===== src/rtl/long_latency_scoreboard.sv =====
// Pending-write scoreboard for long-latency results (loads, mul/div) that cannot be
// bypassed from EX; raises the ID-stage stall on RAW/WAW hazards against them.
module long_latency_scoreboard #(
    parameter int MAX_PENDING = 4,
    parameter int CNT_W       = $clog2(MAX_PENDING + 1)
) (
    input  logic             clk,
    input  logic             rst_n,
    input  logic             id_valid,
    input  logic [4:0]       rs1_addr_id,
    input  logic [4:0]       rs2_addr_id,
    input  logic             rs1_used,
    input  logic             rs2_used,
    input  logic [4:0]       rd_addr_id,
    input  logic             id_reg_we,
    input  logic             id_long,
    input  logic             id_flush,
    input  logic             wb_valid,
    input  logic [4:0]       wb_rd_addr,
    output logic             stall,
    output logic [CNT_W-1:0] pending_cnt,
    output logic             sb_err
);

    logic [31:0]      pending_q, pending_d;
    logic [CNT_W-1:0] cnt_q, cnt_d;
    logic             err_q, err_d;

    logic [31:0] clr_mask_s;
    logic [31:0] set_mask_s;
    logic [31:0] eff_pending_s;
    logic        wb_hit_s;
    logic        wb_bad_s;
    logic        raw1_s;
    logic        raw2_s;
    logic        waw_s;
    logic        full_s;
    logic        accept_s;
    logic        ovf_s;

    // Hazard detection and issue acceptance; a same-cycle writeback releases its register.
    always_comb begin
        wb_hit_s      = wb_valid && (wb_rd_addr != 5'd0) && pending_q[wb_rd_addr];
        wb_bad_s      = wb_valid && (wb_rd_addr != 5'd0) && !pending_q[wb_rd_addr];
        clr_mask_s    = wb_hit_s ? (32'd1 << wb_rd_addr) : 32'd0;
        eff_pending_s = pending_q & ~clr_mask_s;
        raw1_s        = rs1_used && (rs1_addr_id != 5'd0) && eff_pending_s[rs1_addr_id];
        raw2_s        = rs2_used && (rs2_addr_id != 5'd0) && eff_pending_s[rs2_addr_id];
        waw_s         = id_reg_we && (rd_addr_id != 5'd0) && eff_pending_s[rd_addr_id];
        full_s        = id_long && id_reg_we && (rd_addr_id != 5'd0) &&
                        (cnt_q == CNT_W'(MAX_PENDING)) && !wb_hit_s;
        stall         = id_valid && !id_flush && (raw1_s || raw2_s || waw_s || full_s);
        accept_s      = id_valid && !id_flush && !stall && id_reg_we && id_long &&
                        (rd_addr_id != 5'd0);
        set_mask_s    = accept_s ? (32'd1 << rd_addr_id) : 32'd0;
    end

    // Next-state: set wins over clear on the same register; count saturates at both ends.
    always_comb begin
        pending_d = ((pending_q & ~clr_mask_s) | set_mask_s) & 32'hFFFF_FFFE;
        cnt_d     = cnt_q;
        ovf_s     = 1'b0;
        case ({accept_s, wb_hit_s})
            2'b10: begin
                if (cnt_q == CNT_W'(MAX_PENDING)) begin
                    ovf_s = 1'b1;
                end else begin
                    cnt_d = cnt_q + CNT_W'(1);
                end
            end
            2'b01: begin
                if (cnt_q != CNT_W'(0)) begin
                    cnt_d = cnt_q - CNT_W'(1);
                end else begin
                    cnt_d = cnt_q;
                end
            end
            default: cnt_d = cnt_q;
        endcase
        err_d = err_q || wb_bad_s || ovf_s;
    end

    // State registers.
    always_ff @(posedge clk or negedge rst_n) begin
        if (!rst_n) begin
            pending_q <= 32'd0;
            cnt_q     <= '0;
            err_q     <= 1'b0;
        end else begin
            pending_q <= pending_d;
            cnt_q     <= cnt_d;
            err_q     <= err_d;
        end
    end

    assign pending_cnt = cnt_q;
    assign sb_err      = err_q;

endmodule


===== config.mk =====
export PLATFORM = sky130hd
export DESIGN_NAME = long_latency_scoreboard
export DESIGN_NICKNAME = d
export VERILOG_FILES = /design/src/rtl/long_latency_scoreboard.sv
export SDC_FILE = /design/constraint.sdc
export NUM_CORES = 1
export LEC_CHECK = 0
export ABC_CLOCK_PERIOD_IN_PS = 4100
export BUFFER_PORTS_ARGS = -buffer_cell sky130_fd_sc_hd__buf_2
export CORE_MARGIN = 2
export CORE_UTILIZATION = 44
export DETAILED_ROUTE_END_ITERATION = 8
export SLEW_MARGIN = 20
export SYNTH_ARGS = -nofsm -noshare
export SYNTH_HDL_FRONTEND = slang
export SYNTH_SLANG_ARGS = --single-unit

===== constraint.sdc =====
create_clock -name clk -period 4.1 [get_ports clk]
set_clock_uncertainty 0.2 [all_clocks]
set_input_delay 0.82 -clock clk [delete_from_list [all_inputs] [get_ports clk]]
set_output_delay 0.82 -clock clk [all_outputs]
set_load 0.05 [all_outputs]

== Word level (Yosys, flattened, before mapping) ==
Index checks and enable logic that the tools add are counted.
Cells by class
  add/subtract/negate cells: 2
  shifts and indexed selects: 2
  multiplexer cells: 15
  order comparisons: 4
  bitwise logic cells: 3
  eq/ne operators: 5
  reductions and logical operators: 35
Operator list (number)
  $mux W32: 2
  $shl A1 B5 Y32 const A: 2
  $and A32 B32 Y32: 1
  $not A32 Y32: 1
  $or A32 B32 Y32: 1
  $lt A5 B6 Y1 const B: 4
  $bmux W1 S5: 4
  $reduce_bool A5 Y1: 4
  $logic_and A1 B1 Y1: 19
  $mux W1: 6
  $mux W3: 2
  $pmux W3 S2: 1
  $logic_or A1 B1 Y1: 5
  $logic_not A1 Y1: 4
  $ne A2 B2 Y1 const B: 2
  $add A3 B1 Y3 const B: 1
  $eq A3 B3 Y1 const B: 1
  $reduce_and A3 Y1: 1
  $reduce_bool A3 Y1: 1
  $sub A3 B1 Y3 const B: 1
  $eq A2 B1 Y1 const B: 1
  $eq A2 B2 Y1 const B: 1
  $reduce_bool A2 Y1: 1
Word-level totals
  flip-flop bits (word level): 35
  input bits: 29
  output and inout port bits: 5
  word-level logic and storage cells: 69

== Logic depth before layout (Yosys ltp) ==
  word-level depth: 21
  depth in mapped cells: 19
  mapped depth without buffers: 15

== Least setup slack after synthesis ==
No wires, ideal clock.
  path kind: in2out
  start point: input port wb_rd_addr[0]
  end point: output port stall
  path slack: -0.635 ns
  required time: 3.080 ns
  arrival time: 3.715 ns
  path buffers: 2
  stages on the path: 11
  path through: buf_2 buf_2 nand2_1 o22a_1 and2_1 and4_4 a31oi_1 a32oi_1 a221oi_1 nor4b_4 nor3b_1
On the way
  word-level cells in the longest chain between the ends: 13
  elaborated cells between the ends (all ways): 24
  those cells by class: shift (1); mux (9); bitwise (2); reduce/logical (12)
Ends and longest elaborated chain
  from (decl): line 19  | input logic [4:0] wb_rd_addr,
  $bmux W1 S5 or $reduce_bool A5 Y1 (tied branches): line 43  | wb_hit_s = wb_valid && (wb_rd_addr != 5'd0) && pending_q[wb_rd_addr];
  $mux W1 (implied by the code) or $logic_and A1 B1 Y1 (tied branches): line 43
  $logic_and A1 B1 Y1: line 43
  $mux W32: line 45  | clr_mask_s = wb_hit_s ? (32'd1 << wb_rd_addr) : 32'd0;
  $not A32 Y32: line 46  | eff_pending_s = pending_q & ~clr_mask_s;
  $and A32 B32 Y32: line 46
  $bmux W1 S5, on equally long branches: line 47, 48
  $mux W1, on equally long branches: line 47, 48
  $logic_and A1 B1 Y1, on equally long branches: line 47, 48
  $logic_or A1 B1 Y1 (2 in series): line 52  | stall = id_valid && !id_flush && (raw1_s || raw2_s || waw_s || full_s);
  $logic_or A1 B1 Y1 *: line 52
  $logic_and A1 B1 Y1 *: line 52
  to (decl): line 20  | output logic stall,
Mark *: on every way between the ends. The rest lies on a longest branch, timed or not. The select of a mux whose other input is x is not followed.

== Worst setup path after layout ==
  start point: input port wb_rd_addr[4]
  end point: output port stall
Same word-level chain as after synthesis.

==> out/metrics.cfg <==
[synthesis]
syn_area_per_cell_um2 = 9.08
yosys-top-cells-area = dfrtp_1, mux4_2, mux2i_1
synth_common_cells = dfrtp_1, o21ai_0, o31ai_1
synth_nets = 417
synth_top_area_share_pct = 24.9
synth_top_area_cell = dfrtp_1
yosys_register_bits = 35
syn-instance-count = 387
synth_ff_type = dfrtp_1
syn_area_um2 = 3510
async_reset_ff_share_pct = 100
ys_types = 74
ys_warn_count = 0
synth_edf_count = 0
seq_area_frac_synth_pct = 24.9
yosysMostFrequentCell = dfrtp_1

[cells_and_area]
instances_no_fill = 595
nNetsFinal = 522
layout-drive-gt1-share_pct = 43.2
antennaDiodeCount = 0
seqCellArea_um2 = 876
fin_util_pct = 60.8
syn_to_final_growth_pct = 33.8
fill_cells = 714
multi_input_area_um2 = 2580

[clock_network]
h-tree-depth = 2
hold_buffers = 0
cts_buffer_depth = 2
cts_sinks = 35
cts_tree = built
clkLatencyLatePin_ns = 0.29
clk_pin_slew_ns = 0.08
cts_root_buffer = clkbuf_8
cts_buffers = 5

[worst_setup_path]
critPathKind = in2out
cp_data_arrival_time_ns = 3.09
cp-end-kind = output port
critPathBufInv = 4
cpMaxStageDelayCell = nor4b_4
crit_cells = 13
worstPathMaxFanout = 8
startpoint_type = primary input
max_stage_delay_ns = 0.33
r2r_cells = 17
cp.required_ns = 3.08
crit_chain = buf_2 -> buf_12 -> nand4b_1 -> nor3b_4 -> buf_4 -> a21oi_1 -> nand4b_1 -> a21oi_2 -> o2111ai_2 -> nor3_2 -> nor4b_4 -> nor3b_4 -> buf_6
cp_top_family = simple AND/OR/NAND/NOR gates

[place]
dpl.hpwl_mm = 9.88
place.gp.congestion = 0.992
dpl_worst_slack_ns = -0.343
port_buffers = 33
placed_cells = 581

[die]
die_w_um = 93.4
core_um2 = 7730
die-area_um2 = 8720
row_count = 32
start_util_pct = 45.5
io_pins = 34
die_h_um = 93.4

[global_route]
grt_antenna_before_repair = 0
track_usage_pct = 30.5
grt_pass1_vias = 3735
grt_max_degree = 36
gr-total-overflow = 0
grt_pass1_wl_mm = 20.5

[sta]
worst_slack_ns = -0.0103
timing.final.crit_share_pct = 100
max_freq_mhz = 243
final_max_slew_viol_count = 0
min_period_ns = 4.11
finalHoldViolCount = 0
rsz0062_at_grt = yes
slew_headroom_pct = 44.5
setup_viol = 1
worst_pin_slew_ns = 0.833
hold_ws_ns = 0.273

[flow_run]
maxCapViolCount = 0

[routing]
firstDrtPassIters = 5
wirelength_mm = 13.1
viasPerCell = 6.45
dr_total_vias = 3837
wl_per_cell_um = 21.9
drt_iter0_drc = 470
drcViolationCount = 0
ant_nets = 0

[power_and_ir_drop]
power_mw = 1.24
ir_worst_vdd_mv = 0.304
p_leak_nw = 1.96
power_density_nw_per_um2 = 264

[status]
violations = negative setup slack
status = complete, but fails checks

[hold_path]
whs_path_depth = 1
min_path_type = reg2reg

==> metrics by stage <==
step	instance area [um2]	TNS, ns
final	4700	-0.0103
after floorplan	3520	-0.00216
after detailed placement	4330	-2.01
after global placement	4330	-0.838
after global routing	4700	-0.271
after CTS	4490	0
==> report_power, final <==
group | total, mW | leakage [nW] | switching, mW | internal [mW]
Clock | 0.288 | 0.0515 | 0.135 | 0.154
Sequential | 0.424 | 0.472 | 0.0457 | 0.378
Combinational | 0.527 | 1.44 | 0.298 | 0.228
Total | 1.24 | 1.96 | 0.479 | 0.760
==> metal layers <==
layer	global-route usage, %	vias to the layer above	wire, um
met5	0	-	0
met4	9.56	0	320
met3	5.32	24	1180
met2	48.6	214	6010
met1	42.4	1873	5540
li1	-	1726	-
==> kinds of logic after synthesis <==
group | after synthesis | synth area share [%]
adder cells (fa/ha/maj) | 1 | 0.570
XOR/XNOR | 8 | 1.99
flip-flops | 35 | 24.9
buffers and inverters | 44 | 6.45
AO/OA/AOI/OAI | 135 | 28.0
multiplexers | 48 | 18.1
AND/OR/NAND/NOR | 116 | 20.0
==> final timing paths <==
kind / startpoint / endpoint / slack (ns)
worst max-delay path: wb_rd_addr[4] / stall / -0.01
worst min-delay path: sb_err / sb_err / 0.27
worst max register to register: pending_q[18] / pending_cnt[2] / 0.35
worst min register to register: sb_err / sb_err / 0.27
max in group asynchronous: rst_n / pending_q[31] / 2.75
min in group asynchronous: rst_n / sb_err / 0.41
==> final cells by class <==
type	count	share of cell area (%)
repair buffers	130	20.7
inverters	12	1.04
clock buffers	8	2.13
flip-flops and latches	35	18.6
well taps	102	2.71
multi-input cells	308	54.8
==> timing repair <==
item / 4_1_cts / 5_1_grt
gates cloned: 0 / 1
gates resized for setup: 17 / 45
pin swaps: 5 / 20
buffers inserted: 0 / 5
endpoints found under the hold margin: 0 / 0
endpoints found under the setup margin: 3 / 3
==> cell usage in the layout, fill, tap and decap left out, types with 11 or more instances in the layout <==
master,n
nand3_1,13
o21ai_0,18
dfrtp_1,35
mux2i_1,22
o21ai_1,11
mux4_2,11
inv_1,11
mux2_2,14
nor2_1,17
buf_4,95
o31ai_1,25
buf_2,27
nand2_1,20
==> sequential cells by signal (all words and copies together) (netlist names) <==
register / count
pending_cnt: 3
sb_err: 1
pending_q: 31
Power figures use the tool's default switching activity.
